--- config.mk ---
export PLATFORM = sky130hd
export DESIGN_NAME = div3_serial
export DESIGN_NICKNAME = d
export VERILOG_FILES = /design/src/rtl/div3_pkg.sv /design/src/rtl/div3_step.sv /design/src/rtl/div3_serial.sv
export SDC_FILE = /design/constraint.sdc
export NUM_CORES = 1
export LEC_CHECK = 0
export ABC_AREA = 0
export CAP_MARGIN = 20
export CORE_MARGIN = 2
export CORE_UTILIZATION = 41
export DETAILED_ROUTE_END_ITERATION = 8
export PLACE_DENSITY = 0.72
export SKIP_LAST_GASP = 1
export SYNTH_ARGS = -nofsm -noshare
export SYNTH_HDL_FRONTEND = slang
export SYNTH_SLANG_ARGS = --single-unit
--- constraint.sdc ---
create_clock -name clk -period 1.4 [get_ports clk]
set_input_delay 0.42 -clock clk [delete_from_list [all_inputs] [get_ports clk]]
set_output_delay 0.42 -clock clk [all_outputs]
set_load 0.02 [all_outputs]
--- src/rtl/div3_pkg.sv ---
// div3_pkg: shared types and constants for the bit-serial divide-by-3 block.
//   state_e   : FSM state encoding (IDLE=0, SHIFT=1, DONE=2)
//   REM_W     : width of the running remainder r (values 0..2)
//   cnt_width : helper giving the bit-counter width for a given operand width
package div3_pkg;

  typedef enum logic [1:0] {
    StIdle  = 2'd0,
    StShift = 2'd1,
    StDone  = 2'd2
  } state_e;

  localparam int unsigned REM_W = 2;

  // Counter must hold 0..width-1; never narrower than one bit.
  function automatic int unsigned cnt_width(input int unsigned width);
    return (width > 1) ? $clog2(width) : 1;
  endfunction

endpackage

--- src/rtl/div3_step.sv ---
// div3_step: one step of the MSB-first divide-by-3 remainder recurrence.
//   r      : current remainder (0..2; the 2'b11 encoding is treated as 0)
//   b      : next dividend bit
//   q      : quotient bit, 1 when 2r+b >= 3
//   r_next : next remainder, 2r+b-3q
module div3_step
  import div3_pkg::*;
(
  input  logic [REM_W-1:0] r,
  input  logic             b,
  output logic             q,
  output logic [REM_W-1:0] r_next
);

  logic [REM_W-1:0] r_eff;
  logic [2:0]       t;
  logic [2:0]       t_sub;

  always_comb begin
    // Unreachable 2'b11 is folded to 0 so a corrupted remainder self-heals.
    r_eff  = (r == 2'b11) ? 2'b00 : r;
    t      = {r_eff, b};
    t_sub  = t - 3'd3;
    q      = (t >= 3'd3);
    r_next = q ? t_sub[1:0] : t[1:0];
  end

endmodule

--- src/rtl/div3_serial.sv ---
// div3_serial: bit-serial unsigned divider by the constant 3, one bit per clock, MSB first.
//   clk, rst_n          : clock (rising edge), asynchronous active-low reset
//   in_valid/in_ready   : operand handshake, in_data is the WIDTH-bit dividend
//   out_valid/out_ready : result handshake
//   quot                : floor(in_data/3), WIDTH-1 bits (the quotient MSB is always 0)
//   rem                 : in_data mod 3
//   exact               : 1 when rem == 0
//   busy                : 1 whenever the FSM is not idle
//   chk_err             : sticky reconstruction error, present only with DIV3_SELFCHECK_EN
module div3_serial
  import div3_pkg::*;
#(
  parameter int unsigned WIDTH = 6
) (
  input  logic             clk,
  input  logic             rst_n,
  input  logic             in_valid,
  output logic             in_ready,
  input  logic [WIDTH-1:0] in_data,
  output logic             out_valid,
  input  logic             out_ready,
  output logic [WIDTH-2:0] quot,
  output logic [REM_W-1:0] rem,
  output logic             exact,
  output logic             busy
`ifdef DIV3_SELFCHECK_EN
  ,
  output logic             chk_err
`endif
);

  localparam int unsigned CntW = cnt_width(WIDTH);

  state_e           state_q, state_d;
  // Dividend bits leave at the MSB while quotient bits enter at the LSB, so after
  // WIDTH shifts this register holds the full quotient.
  logic [WIDTH-1:0] work_q, work_d;
  logic [REM_W-1:0] r_q, r_d;
  logic [CntW-1:0]  cnt_q, cnt_d;
  logic             exact_q, exact_d;
  logic             step_q;
  logic [REM_W-1:0] step_r;
  logic             last;
  logic             enter_done;

  div3_step u_step (
    .r      (r_q),
    .b      (work_q[WIDTH-1]),
    .q      (step_q),
    .r_next (step_r)
  );

  assign last       = (cnt_q == CntW'(WIDTH - 1));
  assign enter_done = (state_q == StShift) && last;

  always_comb begin
    state_d = state_q;
    work_d  = work_q;
    r_d     = r_q;
    cnt_d   = cnt_q;
    exact_d = exact_q;
    case (state_q)
      StIdle: begin
        if (in_valid) begin
          work_d  = in_data;
          r_d     = '0;
          cnt_d   = '0;
          exact_d = 1'b0;
          state_d = StShift;
        end
      end
      StShift: begin
        work_d = {work_q[WIDTH-2:0], step_q};
        r_d    = step_r;
        cnt_d  = cnt_q + 1'b1;
        if (last) begin
          exact_d = (step_r == '0);
          state_d = StDone;
        end
      end
      StDone: begin
        if (out_ready) state_d = StIdle;
      end
      default: state_d = StIdle;
    endcase
  end

  always_ff @(posedge clk or negedge rst_n) begin
    if (!rst_n) begin
      state_q <= StIdle;
      work_q  <= '0;
      r_q     <= '0;
      cnt_q   <= '0;
      exact_q <= 1'b0;
    end else begin
      state_q <= state_d;
      work_q  <= work_d;
      r_q     <= r_d;
      cnt_q   <= cnt_d;
      exact_q <= exact_d;
    end
  end

  assign in_ready  = (state_q == StIdle);
  assign out_valid = (state_q == StDone);
  assign busy      = (state_q != StIdle);
  assign quot      = work_q[WIDTH-2:0];
  assign rem       = r_q;
  assign exact     = exact_q;

`ifdef DIV3_SELFCHECK_EN
  logic [WIDTH-1:0] op_q;
  logic             chk_err_q;
  logic [WIDTH+1:0] recon;

  // 3*quot + rem computed as quot + 2*quot + rem from the values entering DONE.
  assign recon = {2'b00, work_d} + {1'b0, work_d, 1'b0} + (WIDTH + 2)'(r_d);

  always_ff @(posedge clk or negedge rst_n) begin
    if (!rst_n) begin
      op_q      <= '0;
      chk_err_q <= 1'b0;
    end else begin
      if ((state_q == StIdle) && in_valid) op_q <= in_data;
      if (enter_done && (recon != {2'b00, op_q})) chk_err_q <= 1'b1;
    end
  end

  assign chk_err = chk_err_q;
`else
  logic unused_enter_done;
  assign unused_enter_done = enter_done;
`endif

endmodule

Word level (Yosys, flattened, before mapping)

Index checks and enable logic that the tools add are counted.

Muxes and demuxes: 15
Add/subtract/negate cells: 2
Order comparisons: 1
Equal/unequal tests: 7
Reductions and logical operators: 7

Operators by type and width:

| operator                                                                 | count |
|---|---|
| 2-bit two-way mux                                                        | 6 |
| 6-bit case mux with 2 select lines                                       | 1 |
| 6-bit two-way mux                                                        | 1 |
| 2-bit case mux with 3 select lines                                       | 1 |
| 3-bit case mux with 2 select lines                                       | 1 |
| 3-bit AND reduction                                                      | 2 |
| 2-bit == test (second input constant)                                    | 2 |
| 2-bit logical NOT                                                        | 2 |
| 2-bit inequality test (second input constant)                            | 2 |
| 2-bit case mux with 2 select lines                                       | 1 |
| 2-bit nonzero test                                                       | 2 |
| 3-bit by 1-bit adder with 3-bit output (second input constant)           | 1 |
| 3-bit == test (second input constant)                                    | 1 |
| 3-bit by 2-bit >= comparator with 1-bit output (second input constant)   | 1 |
| 3-bit two-way mux                                                        | 1 |
| 2-bit by 1-bit == test with 1-bit output (second input constant)         | 1 |
| 1-bit two-way mux                                                        | 2 |
| 2-bit by 1-bit inequality test with 1-bit output (second input constant) | 1 |
| 1-bit case mux with 2 select lines                                       | 1 |
| 2-bit AND reduction                                                      | 1 |
| 2-bit subtractor (second input constant)                                 | 1 |

Bits of input ports: 10
Register bits after elaboration: 14
Output and inout bits: 11

Depth between registers and ports, before layout

Gate-level depths: netlist of the first run.

Depth in word-level cells: 7
Mapped depth: 6
Depth with buffers taken out: 6

By module

From an unflattened synthesis of the first run, not the netlist that was laid out.

Cell total of the unflattened synthesis: 81
Area total of the unflattened synthesis: 777.0 µm²

By module, submodules not included:

| module      | area each (µm²) | seq. area each (µm²) | times used | cells an instance |
|---|---|---|---|---|
| div3_serial | 693.2           | 350.3                | 1          | 69 |
| div3_step   | 83.8            | 0.0                  | 1          | 12 |

Worst setup path before layout of the first run

No wires, ideal clock.

Path kind: register to register
From: register r_q[1], in the netlist rem[1]
To: register r_q[1], in the netlist rem[1]
Setup time: 121 ps
Path slack: -191 ps
Arrival time: 1470 ps
Period minus slack after synthesis: 1591 ps
Data required time: 1279 ps
Stages on the path, launching flop included: 7
Cells stage by stage: dfrtp_1 and2b_1 ha_1 nor2_1 o21ai_1 a22o_1 a22o_1

Longest elaborated chain between the ends: 5

RTL lines:

| element                                                                            | RTL line                         | source |
|---|---|---|
| start: declaration                                                                 | div3_serial.sv:38                | `logic [REM_W-1:0] r_q, r_d;` |
| start signal: assignment                                                           | div3_serial.sv:98                | `r_q <= r_d;` |
| 2-bit == test                                                                      | div3_step.sv:21                  | `r_eff = (r == 2'b11) ? 2'b00 : r;` |
| 2-bit two-way mux (*)                                                              | div3_step.sv:21                  |  |
| 3-bit by 2-bit >= comparator with 1-bit output or 2-bit subtractor (tied branches) | div3_step.sv:24, div3_step.sv:23 |  |
| 2-bit two-way mux (*)                                                              | div3_step.sv:25                  | `r_next = q ? t_sub[1:0] : t[1:0];` |
| 2-bit case mux with 2 select lines (*)                                             | div3_serial.sv:62                | `case (state_q)` |

Every way passes the cells marked *; elsewhere a longest branch is shown, timed or not.
A chain may end at the register's enable or synchronous reset.

Worst setup path after layout of the first run

From: register r_q[0], in the netlist rem[0]
To: register r_q[1], in the netlist rem[1]

The elaborated chain is that of the path after synthesis.

==> results of run 1 <==
## per-stage QoR
step           total power, W  util [%]  worst slack (ns)
2_1_floorplan         0.00156         -            -0.126
3_3_place_gp          0.00220      64.3            -0.244
3_5_place_dp          0.00226      64.3            -0.274
4_1_cts               0.00258      67.8            -0.131
5_1_grt               0.00286      68.7            -0.198
6_report              0.00265      68.7            -0.119
## sequential cells by signal, summed over array words and instances, names as in the netlist
signal and flops:
cnt_q 3, exact 1, rem 2, state_q 2
work_q 6
## cells in the mapped netlist
cell	instances
nor2b_1	6
a31oi_1	1
nor2_1	3
ha_1	4
inv_1	4
and3b_1	1
a22oi_1	5
o21ai_1	1
nand3_2	1
o21ai_0	9
mux2_2	1
o21bai_1	1
nand2_1	4
nand2b_1	1
dfrtp_1	14
and2b_1	2
xor2_1	1
o31ai_1	1
buf_4	1
a21oi_1	6
a22o_1	4
nand3_1	1
or2b_1	1
buf_2	2
## path summary, 6_finish.rpt
kind / start / endpoint / slack, ns
hold reg to reg: cnt_q[1] / cnt_q[1] / 0.53
min in group clk: cnt_q[1] / cnt_q[1] / 0.53
max in group asynchronous: rst_n / state_q[0] / 0.78
setup reg to reg: rem[0] / rem[1] / -0.12
setup / recovery: rem[0] / rem[1] / -0.12
hold / removal: rst_n / work_q[0] / 0.44
## cells in the final DEF, fill, tap and decap left out, drive strengths merged, types with 2 or more instances in the layout
cell type / count
nor2: 3
clkdlybuf4s50: 9
nand2: 4
a22oi: 5
o21ai: 10
clkbuf: 10
dfrtp: 14
buf: 22
a21oi: 6
a22o: 4
nor2b: 6
inv: 4
ha: 4
nand3: 2
and2b: 2
## worst max-delay path: stages (launching register included)
cell     delay, ns
dfrtp_2       0.41
and2b_1       0.19
ha_2          0.19
nor2_4        0.12
o21ai_2       0.08
a22o_1        0.22
a22o_1        0.20
## cell type report
cell class,count,area share [%]
multi-input combinational,54,36.2
inverter,4,1.28
sequential,14,30.3
clock buffer,4,3.09
timing repair buffer,38,26.4
tap,25,2.67
## per-layer routing
layer	global-route usage, %	vias up
met5	0	-
met4	8.57	0
met3	2.75	2
met2	32.8	14
met1	23.8	328
li1	-	347
## power by group
group	internal, W	leakage (nW)	switching (W)
combinational	0.000808	0.363	0.000796
sequential	0.000598	0.171	0.000159
clock	0.000158	0.0210	0.000132
total	0.00157	0.555	0.00109
## kinds of logic after synthesis
| kind of cell | Yosys count | share of synthesized area [%] |
|---|---|---|
| AO/OA/AOI/OAI | 28 | 23.4 |
| multiplexers | 1 | 1.52 |
| flip-flops | 14 | 47.1 |
| AND/OR/NAND/NOR | 20 | 15.7 |
| XOR/XNOR | 1 | 1.18 |
| buffers and inverters | 7 | 4.38 |
| adder cells (fa/ha/maj) | 4 | 6.73 |
## repair_timing
item,in CTS,in global routing
endpoints found under the setup margin,15,24
setup buffers,1,0
pin swaps,5,1
gates resized for setup,38,25
==> qor.yml, run 1 <==
wl_per_cell_um: 12.8
min_period_ns: 1.52
post-route-period-util_pct: 108
fin_cells: 139
drv_cap: 0
status: "finished with violations"
rsz0062_at_grt: "yes"
powerDensity_nw_per_um2: 2260
dp.cells: 134
vias_per_cell: 4.97
syn_area_um2: 743
path_clk_slew_ns: 0.09
crit_type: "register to register"
fp.dieArea_um2: 2170
hold_violations: 0
cp_max_fo: 3
setup_ws_ns: -0.119
nFillCells: 131
seq_area_um2: 355
dpl.hpwl_um: 1360
grt_pass1_vias: 677
wl_met3_um: 85
wl_met1_um: 775
clk_path_buf_depth: 2
worst_slew_pin_slew_ns: 0.252
drtPass1Iterations: 4
place_area_um2: 1100
drt_wl_total_um: 1780
start_kind: "register"
synth_fp_nets: 89
cts_buffers: 3
ys.warnings.count: 0
clk_latency_ns: 0.28
layout-drive-gt1-share_pct: 45.6
die_x_um: 46.6
syn_inst: 75
start_util_pct: 43.5
synthTopCellsByArea: "dfrtp_1 (47%), ha_1 (6.7%), o21ai_0 (6.1%), a22oi_1 (5.1%), nor2b_1 (5.1%)"
fmax_ghz: 0.658
tns_ns: -0.503
io_pins: 21
yosys.cell_types.count: 24
die_h_um: 46.6
cts_hold_buf: 0
grt-ovfl-total: 0
htreeDepth: 1
gp_congestion: 0.763
grt_first_pass_wirelength_um: 2900
clock-sinks: 14
syn_avg_cell_area_um2: 9.91
violations: "setup timing"
setup_viol: 8
rows: 15
core_area_um2: 1710
synth_top_area_share_pct: 47.1
top_layer_used: "met4"
endpoint_kind: "register"
whs_ns: 0.443
multi_input_area_um2: 425
grtUsageTotal_pct: 19.2
remaining_drc_errors: 0
diodes: 0
synth_top_area_cell: "dfrtp_1"
slew_violations: 0
relSlewSlack_pct: 83.1
ant_nets: 0
ff2ff_path_depth: 6
ys_ff_latch: 14
num_vias: 691
fin_worst_skew_ns: 0.00187
fin_area_um2: 1170
critical_path_required_ns: 1.57
first_iter_violations: 6
io_buffers: 20
dr_wl_met2_um: 910
hold_class: "input port to asynchronous set/reset pin"
clockRootBuffer: "clkbuf_4"
synth.yosys.seq_area_share_pct: 47.1
antenna_found_initial: 0
grt_max_degree: 15
cts_tree: "done"
p_leak_nw: 0.555
area_delta_synth_final_pct: 57.9
irDropWorstVdd_mv: 1.29
critPathArrivalTime_ns: 1.69
fin_nets: 129
(Power assumes the default switching activity.)
==> inputs of run 2 (changes only) <==
--- a/config.mk
+++ b/config.mk
@@ -8,10 +8,9 @@
 export ABC_AREA = 0
 export CAP_MARGIN = 20
 export CORE_MARGIN = 2
-export CORE_UTILIZATION = 41
+export CORE_UTILIZATION = 49
 export DETAILED_ROUTE_END_ITERATION = 8
-export PLACE_DENSITY = 0.72
-export SKIP_LAST_GASP = 1
+export PLACE_DENSITY = 0.81
 export SYNTH_ARGS = -nofsm -noshare
 export SYNTH_HDL_FRONTEND = slang
 export SYNTH_SLANG_ARGS = --single-unit
==> constraint.sdc (replaced) <==
create_clock -name clk -period 1.95 [get_ports clk]
set_input_delay 0.585 -clock clk [delete_from_list [all_inputs] [get_ports clk]]
set_output_delay 0.585 -clock clk [all_outputs]
set_load 0.02 [all_outputs]
==> run 2 against run 1 <==
- the run now ends clean
- core utilization fell by 0.95 points
- worst hold slack improved by 0.078 ns
- total power fell by 41%
- design area fell by 15%
- register-to-register slack improved by 0.42 ns
- critical path depth fell by 5
- via count fell by 5.4%
- sequential power fell by 27%
==> qor.yml, run 2 (synthesized netlist as in run 1, its figures left out) <==
cp_cell_sequence: "clkdlybuf4s50_1"  # was and2b_1, ha_2, nor2_4, o21ai_2, a22o_1, a22o_1
relSlewSlack_pct: 59.9  # was 83.1%
reg_top3: "work_q (6), cnt_q (3)"  # unchanged
cts_tree: "done"  # unchanged
grt_pass1_vias: 669  # was 677
fin_cells: 115  # was 139
cp_max_fo: 4  # was 3
status: "finished clean"  # was finished with violations
place_area_um2: 976  # was 1100 um^2
antenna_found_initial: 0  # unchanged
drt_wl_total_um: 1680  # was 1780 um
htreeDepth: 1  # unchanged
num_vias: 654  # was 691
slowest_delay_ns: 0.63  # was 0.41 ns
crit_family: "buffers and inverters"  # was compound AO/OA/AOI/OAI gates
irDropWorstVdd_mv: 0.788  # was 1.29 mV
path_clk_slew_ns: 0.08  # was 0.09 ns
fin_nets: 115  # was 129
gp_congestion: 0.754  # was 0.763
nFillCells: 130  # was 131
endpoint_kind: "output pin"  # was register
start_kind: "register"  # unchanged
rows: 14  # was 15
ant_nets: 0  # unchanged
first_iter_violations: 15  # was 6
critPathSlowestCell: "clkdlybuf4s50_1"  # was dfrtp_2
vias_per_cell: 5.69  # was 4.97
fin_worst_skew_ns: 0.00534  # was 0.00187 ns
r2r_slack_ns: 0.30  # was -0.12 ns
post-route-period-util_pct: 97.3
min_period_ns: 1.90
rsz0062_at_grt: "no"  # was yes
powerDensity_nw_per_um2: 1580  # was 2260 nW/um^2
p_leak_nw: 0.459  # was 0.555 nW
diodes: 0  # unchanged
grt-ovfl-total: 0  # unchanged
final_common_cell: "clkdlybuf4s50_1"  # was buf_4
layout-drive-gt1-share_pct: 10.1  # was 45.6%
dpl.hpwl_um: 1230  # was 1360 um
clk_path_buf_depth: 2  # unchanged
die_x_um: 42.9  # was 46.6 um
worst_slew_pin_slew_ns: 0.600  # was 0.252 ns
fp.dieArea_um2: 1840  # was 2170 um^2
grt_max_degree: 15  # unchanged
drtPass1Iterations: 4  # unchanged
wl_per_cell_um: 14.6  # was 12.8 um
hold_class: "register to register"  # was input port to asynchronous set/reset pin
io_buffers: 20  # unchanged
grt_first_pass_wirelength_um: 2880  # was 2900 um
post-route-util_pct: 67.8  # was 68.7%
die_h_um: 42.9  # was 46.6 um
clk_latency_ns: 0.27  # was 0.28 ns
grtUsageTotal_pct: 20.8  # was 19.2%
io_pins: 21  # unchanged
clock-sinks: 14  # unchanged
dp.cells: 112  # was 134
setup_viol: 0  # was 8
cp_num_buf_inv: 1  # was 0
cts_buffers: 3  # unchanged
regMostFlops: "work_q"  # unchanged
tns_ns: 0  # was -0.503 ns
largest_reg_flops: 6  # unchanged
hold_violations: 0  # unchanged
layout_common_cells: "clkdlybuf4s50_1 (17), dfrtp_1 (14), o21ai_0 (9)"  # was buf_4 (16), dfrtp_1 (10), clkdlybuf4s50_1 (9)
fmax_ghz: 0.527
crit_type: "register to output pin"  # was register to register
fin_area_um2: 997  # was 1170 um^2
area_delta_synth_final_pct: 34.2  # was 57.9%
cts_resized: 4  # was 38
clockRootBuffer: "clkbuf_4"  # unchanged
critPathArrivalTime_ns: 1.31  # was 1.69 ns
core_area_um2: 1470  # was 1710 um^2
postCtsSetupBuffers: 0  # was 1
drv_cap: 0  # unchanged
critical_path_required_ns: 1.36  # was 1.57 ns
total_power_w: 0.00157  # was 0.00265 W
slew_violations: 0  # unchanged
remaining_drc_errors: 0  # unchanged
start_util_pct: 50.5  # was 43.5%
cts_hold_buf: 0  # unchanged
-- run 2: path summary, 6_finish.rpt --
path	end	depth (start not counted)	startpoint
min reg2reg	cnt_q[1]	2	cnt_q[1]
min	cnt_q[1]	2	cnt_q[1]
min in group asynchronous	work_q[4]	2	rst_n
max in group asynchronous	cnt_q[1]	2	rst_n
max	quot[0]	1	work_q[0]
max reg2reg	exact	6	rem[1]
-- run 2: worst register-to-register path, cell delays in order (launching register included) --
cell	delay, ns
dfrtp_1	0.40
and2b_1	0.22
ha_1	0.18
nor2_1	0.14
o21ai_1	0.14
a22o_1	0.24
o31ai_1	0.24
-- run 2: report_power, final --
group / switching [W] / internal [W]
combinational: 0.000460 / 0.000410
sequential: 0.000127 / 0.000424
clock: 0.0000810 / 0.0000713
-- run 2: cell type report --
type / instances / area, um^2 / share of cell area (%)
Timing Repair Buffer: 24 / 226 / 22.7
Tap cell: 16 / 20.0 / 2.01
Sequential cell: 14 / 350 / 35.1
Inverter: 4 / 15.0 / 1.51
Clock buffer: 3 / 22.5 / 2.26
Multi-Input combinational cell: 54 / 363 / 36.4
-- run 2: layer usage --
layer	track usage, %	wire length [um]
met1	27.2	763
met2	33.3	822
met3	3.83	82
met4	9.70	9
met5	0	0
-- run 2: per-stage QoR --
step                setup WS, ns  hold WS, ns
global placement           0.126        0.487
global route             0.00774        0.543
detailed placement        0.0765        0.506
CTS                       0.0393        0.525
finish                    0.0519        0.521
floorplan                  0.257        0.289
==> inputs of run 3 (changes only) <==
==> constraint.sdc (replaced) <==
create_clock -name clk -period 2.27 [get_ports clk]
set_input_delay 0.681 -clock clk [delete_from_list [all_inputs] [get_ports clk]]
set_output_delay 0.681 -clock clk [all_outputs]
set_load 0.02 [all_outputs]
==> run 3 against run 2 <==
- wire length down 1.7%
- largest power group unchanged
- sequential power down 14%
- core utilization up 0.68 points
- total power down 10%
- highest routed layer unchanged
- cell count unchanged
- critical path depth up 2
- clock power up 19%
- critical endpoint is now out_valid
- design area up 1.0%
- count of clock-buffer cells in the layout up 1
- register-to-register slack better by 0.35 ns
- flip-flop and latch count unchanged
==> qor.yml, run 3 (synthesized netlist as in run 1, its figures left out) <==
ff2ff_path_depth: 6  # unchanged
switching_power_w: 0.000582  # was 0.000668 W
seq_power_share_pct: 33.3  # was 35.0%
gp_congestion: 0.790  # was 0.754
grt_first_pass_wirelength_um: 2740  # was 2880 um
p_sw_share_pct: 41.1  # was 42.5%
ant_nets: 0  # unchanged
drt_wl_total_um: 1650  # was 1680 um
internal-power_w: 0.000834  # was 0.000905 W
clk_path_buf_depth: 2  # unchanged
drv_cap: 0  # unchanged
wl_per_cell_um: 14.3  # was 14.6 um
die_x_um: 42.9  # unchanged
layout-drive-gt1-share_pct: 9.09  # was 10.1%
rows: 14  # unchanged
postCtsSetupBuffers: 0  # unchanged
grt-ovfl-total: 0  # unchanged
multi_input_area_um2: 360  # was 363 um^2
clockPowerShare_pct: 12.8  # was 9.7%
p_leak_nw: 0.469  # was 0.459 nW
start_kind: "register"  # unchanged
fin_worst_skew_ns: 0.00134  # was 0.00534 ns
nFillCells: 133  # was 130
irDropWorstVdd_mv: 0.668  # was 0.788 mV
cts_buffers: 3  # unchanged
core_area_um2: 1470  # unchanged
clock-sinks: 14  # unchanged
cp_cell_sequence: "nand2b_1, inv_1, clkdlybuf4s50_1"  # was clkdlybuf4s50_1
io_buffers: 20  # unchanged
slew_violations: 0  # unchanged
critPathSlowestCell: "clkdlybuf4s50_1"  # unchanged
path_clk_slew_ns: 0.08  # about the same
endpoint_kind: "output pin"  # unchanged
min_period_ns: 2.17
post-route-period-util_pct: 95.7
setup_viol: 0  # unchanged
rsz0062_at_grt: "no"  # unchanged
final_common_cell: "clkdlybuf4s50_1"  # unchanged
relSlewSlack_pct: 56.6  # was 59.9%
antenna_found_initial: 0  # unchanged
tns_ns: 0  # unchanged
num_vias: 664  # was 654
largest_reg_flops: 6  # unchanged
regMostFlops: "work_q"  # unchanged
r2r-end: "exact"  # unchanged
cp_max_fo: 3  # was 4
slowest_delay_ns: 0.60  # was 0.63 ns
diodes: 0  # unchanged
status: "finished clean"  # unchanged
cts_tree: "done"  # unchanged
reg_top3: "work_q (6), cnt_q (3)"  # unchanged
area_delta_synth_final_pct: 35.5  # was 34.2%
vias_per_cell: 5.77  # was 5.69
critical_path_required_ns: 1.59  # was 1.36 ns
drtPass1Iterations: 4  # unchanged
first_iter_violations: 14  # was 15
fin_nets: 114  # was 115
remaining_drc_errors: 0  # unchanged
fp.dieArea_um2: 1840  # unchanged
worst_slew_pin_slew_ns: 0.649  # was 0.600 ns
crit_type: "register to output pin"  # unchanged
dpl.hpwl_um: 1180  # was 1230 um
htreeDepth: 1  # unchanged
seq_area_um2: 350  # unchanged
min_path_cells: 2  # unchanged
io_pins: 21  # unchanged
r2r_slack_ns: 0.65  # was 0.30 ns
grt_pass1_vias: 628  # was 669
post-place-ws_ns: 0.270  # was 0.0765 ns
min-delay-start: "exact"  # was cnt_q[1]
combPwrFrac_pct: 53.9  # was 55.3%
grtUsageTotal_pct: 20.4  # was 20.8%
clk_latency_ns: 0.28  # was 0.27 ns
r2r-start: "rem[0]"  # was rem[1]
fmax_ghz: 0.460
die_h_um: 42.9  # unchanged
critPathArrivalTime_ns: 1.49  # was 1.31 ns
hold_violations: 0  # unchanged
holdPathEnd: "exact"  # was cnt_q[1]
grt_max_degree: 15  # unchanged
start_util_pct: 50.5  # unchanged
setup_ws_ns: 0.0982  # was 0.0519 ns
powerDensity_nw_per_um2: 1410  # was 1580 nW/um^2
layout_common_cells: "clkdlybuf4s50_1 (19), dfrtp_1 (14), o21ai_0 (9)"  # was clkdlybuf4s50_1 (17), dfrtp_1 (14), o21ai_0 (9)
hold_class: "register to register"  # unchanged
clockRootBuffer: "clkbuf_4"  # unchanged
run 3: critical path, delay by kind of cell, from the launching register on:
kind,cells,cell delay (ns)
buffers and inverters,2,0.66
flip-flops,1,0.39
AND/OR/NAND/NOR,1,0.15
run 3: how the worst max path moves through the flow:
stage                    start   endpoint  cells past startpoint
floorplan           state_q[0]       busy                      3
global placement      in_valid     rem[0]                      3
detailed placement    in_valid  work_q[2]                      4
CTS                 state_q[1]   in_ready                      2
global route        state_q[0]  out_valid                      3
finish              state_q[0]  out_valid                      3
run 3: power by group through the flow:
| stage | sequential, W | clock, W | combinational [W] |
|---|---|---|---|
| finish | 0.000472 | 0.000181 | 0.000764 |
| global route | 0.000490 | 0.000189 | 0.000839 |
| global placement | 0.000469 | 0 | 0.000739 |
| floorplan | 0.000528 | 0 | 0.000416 |
| detailed placement | 0.000475 | 0 | 0.000763 |
| CTS | 0.000470 | 0.000184 | 0.000768 |
run 3: repair_timing:
item | CTS | global route
gates resized for setup | 0 | 1
endpoints found under the setup margin | 0 | 1
hold buffers | 0 | 0
endpoints found under the hold margin | 0 | 0
run 3: metal layers:
| metal | share of wire [%] | GRT usage [%] |
|---|---|---|
| met5 | 0 | 0 |
| met4 | 2.4 | 10.9 |
| met3 | 3.5 | 2.55 |
| met2 | 46 | 31.2 |
| met1 | 48 | 28.1 |
run 3: layout make-up:
cell class | instances | share of cell area, %
clock buffer | 4 | 3.60
multi-input combinational | 54 | 35.8
inverter | 4 | 1.49
tap | 16 | 1.99
sequential | 14 | 34.8
timing repair buffer | 23 | 22.4
run 3: per-stage QoR:
stage	utilization [%]	hold WS, ns	instance area (um^2)	power, W	std cells
2_1_floorplan	-	0.385	743	0.000944	75
3_3_place_gp	65.8	0.489	968	0.00121	111
3_5_place_dp	65.8	0.517	968	0.00124	111
4_1_cts	68.3	0.536	1000	0.00142	115
5_1_grt	68.5	0.563	1010	0.00152	115
6_report	68.5	0.527	1010	0.00142	115
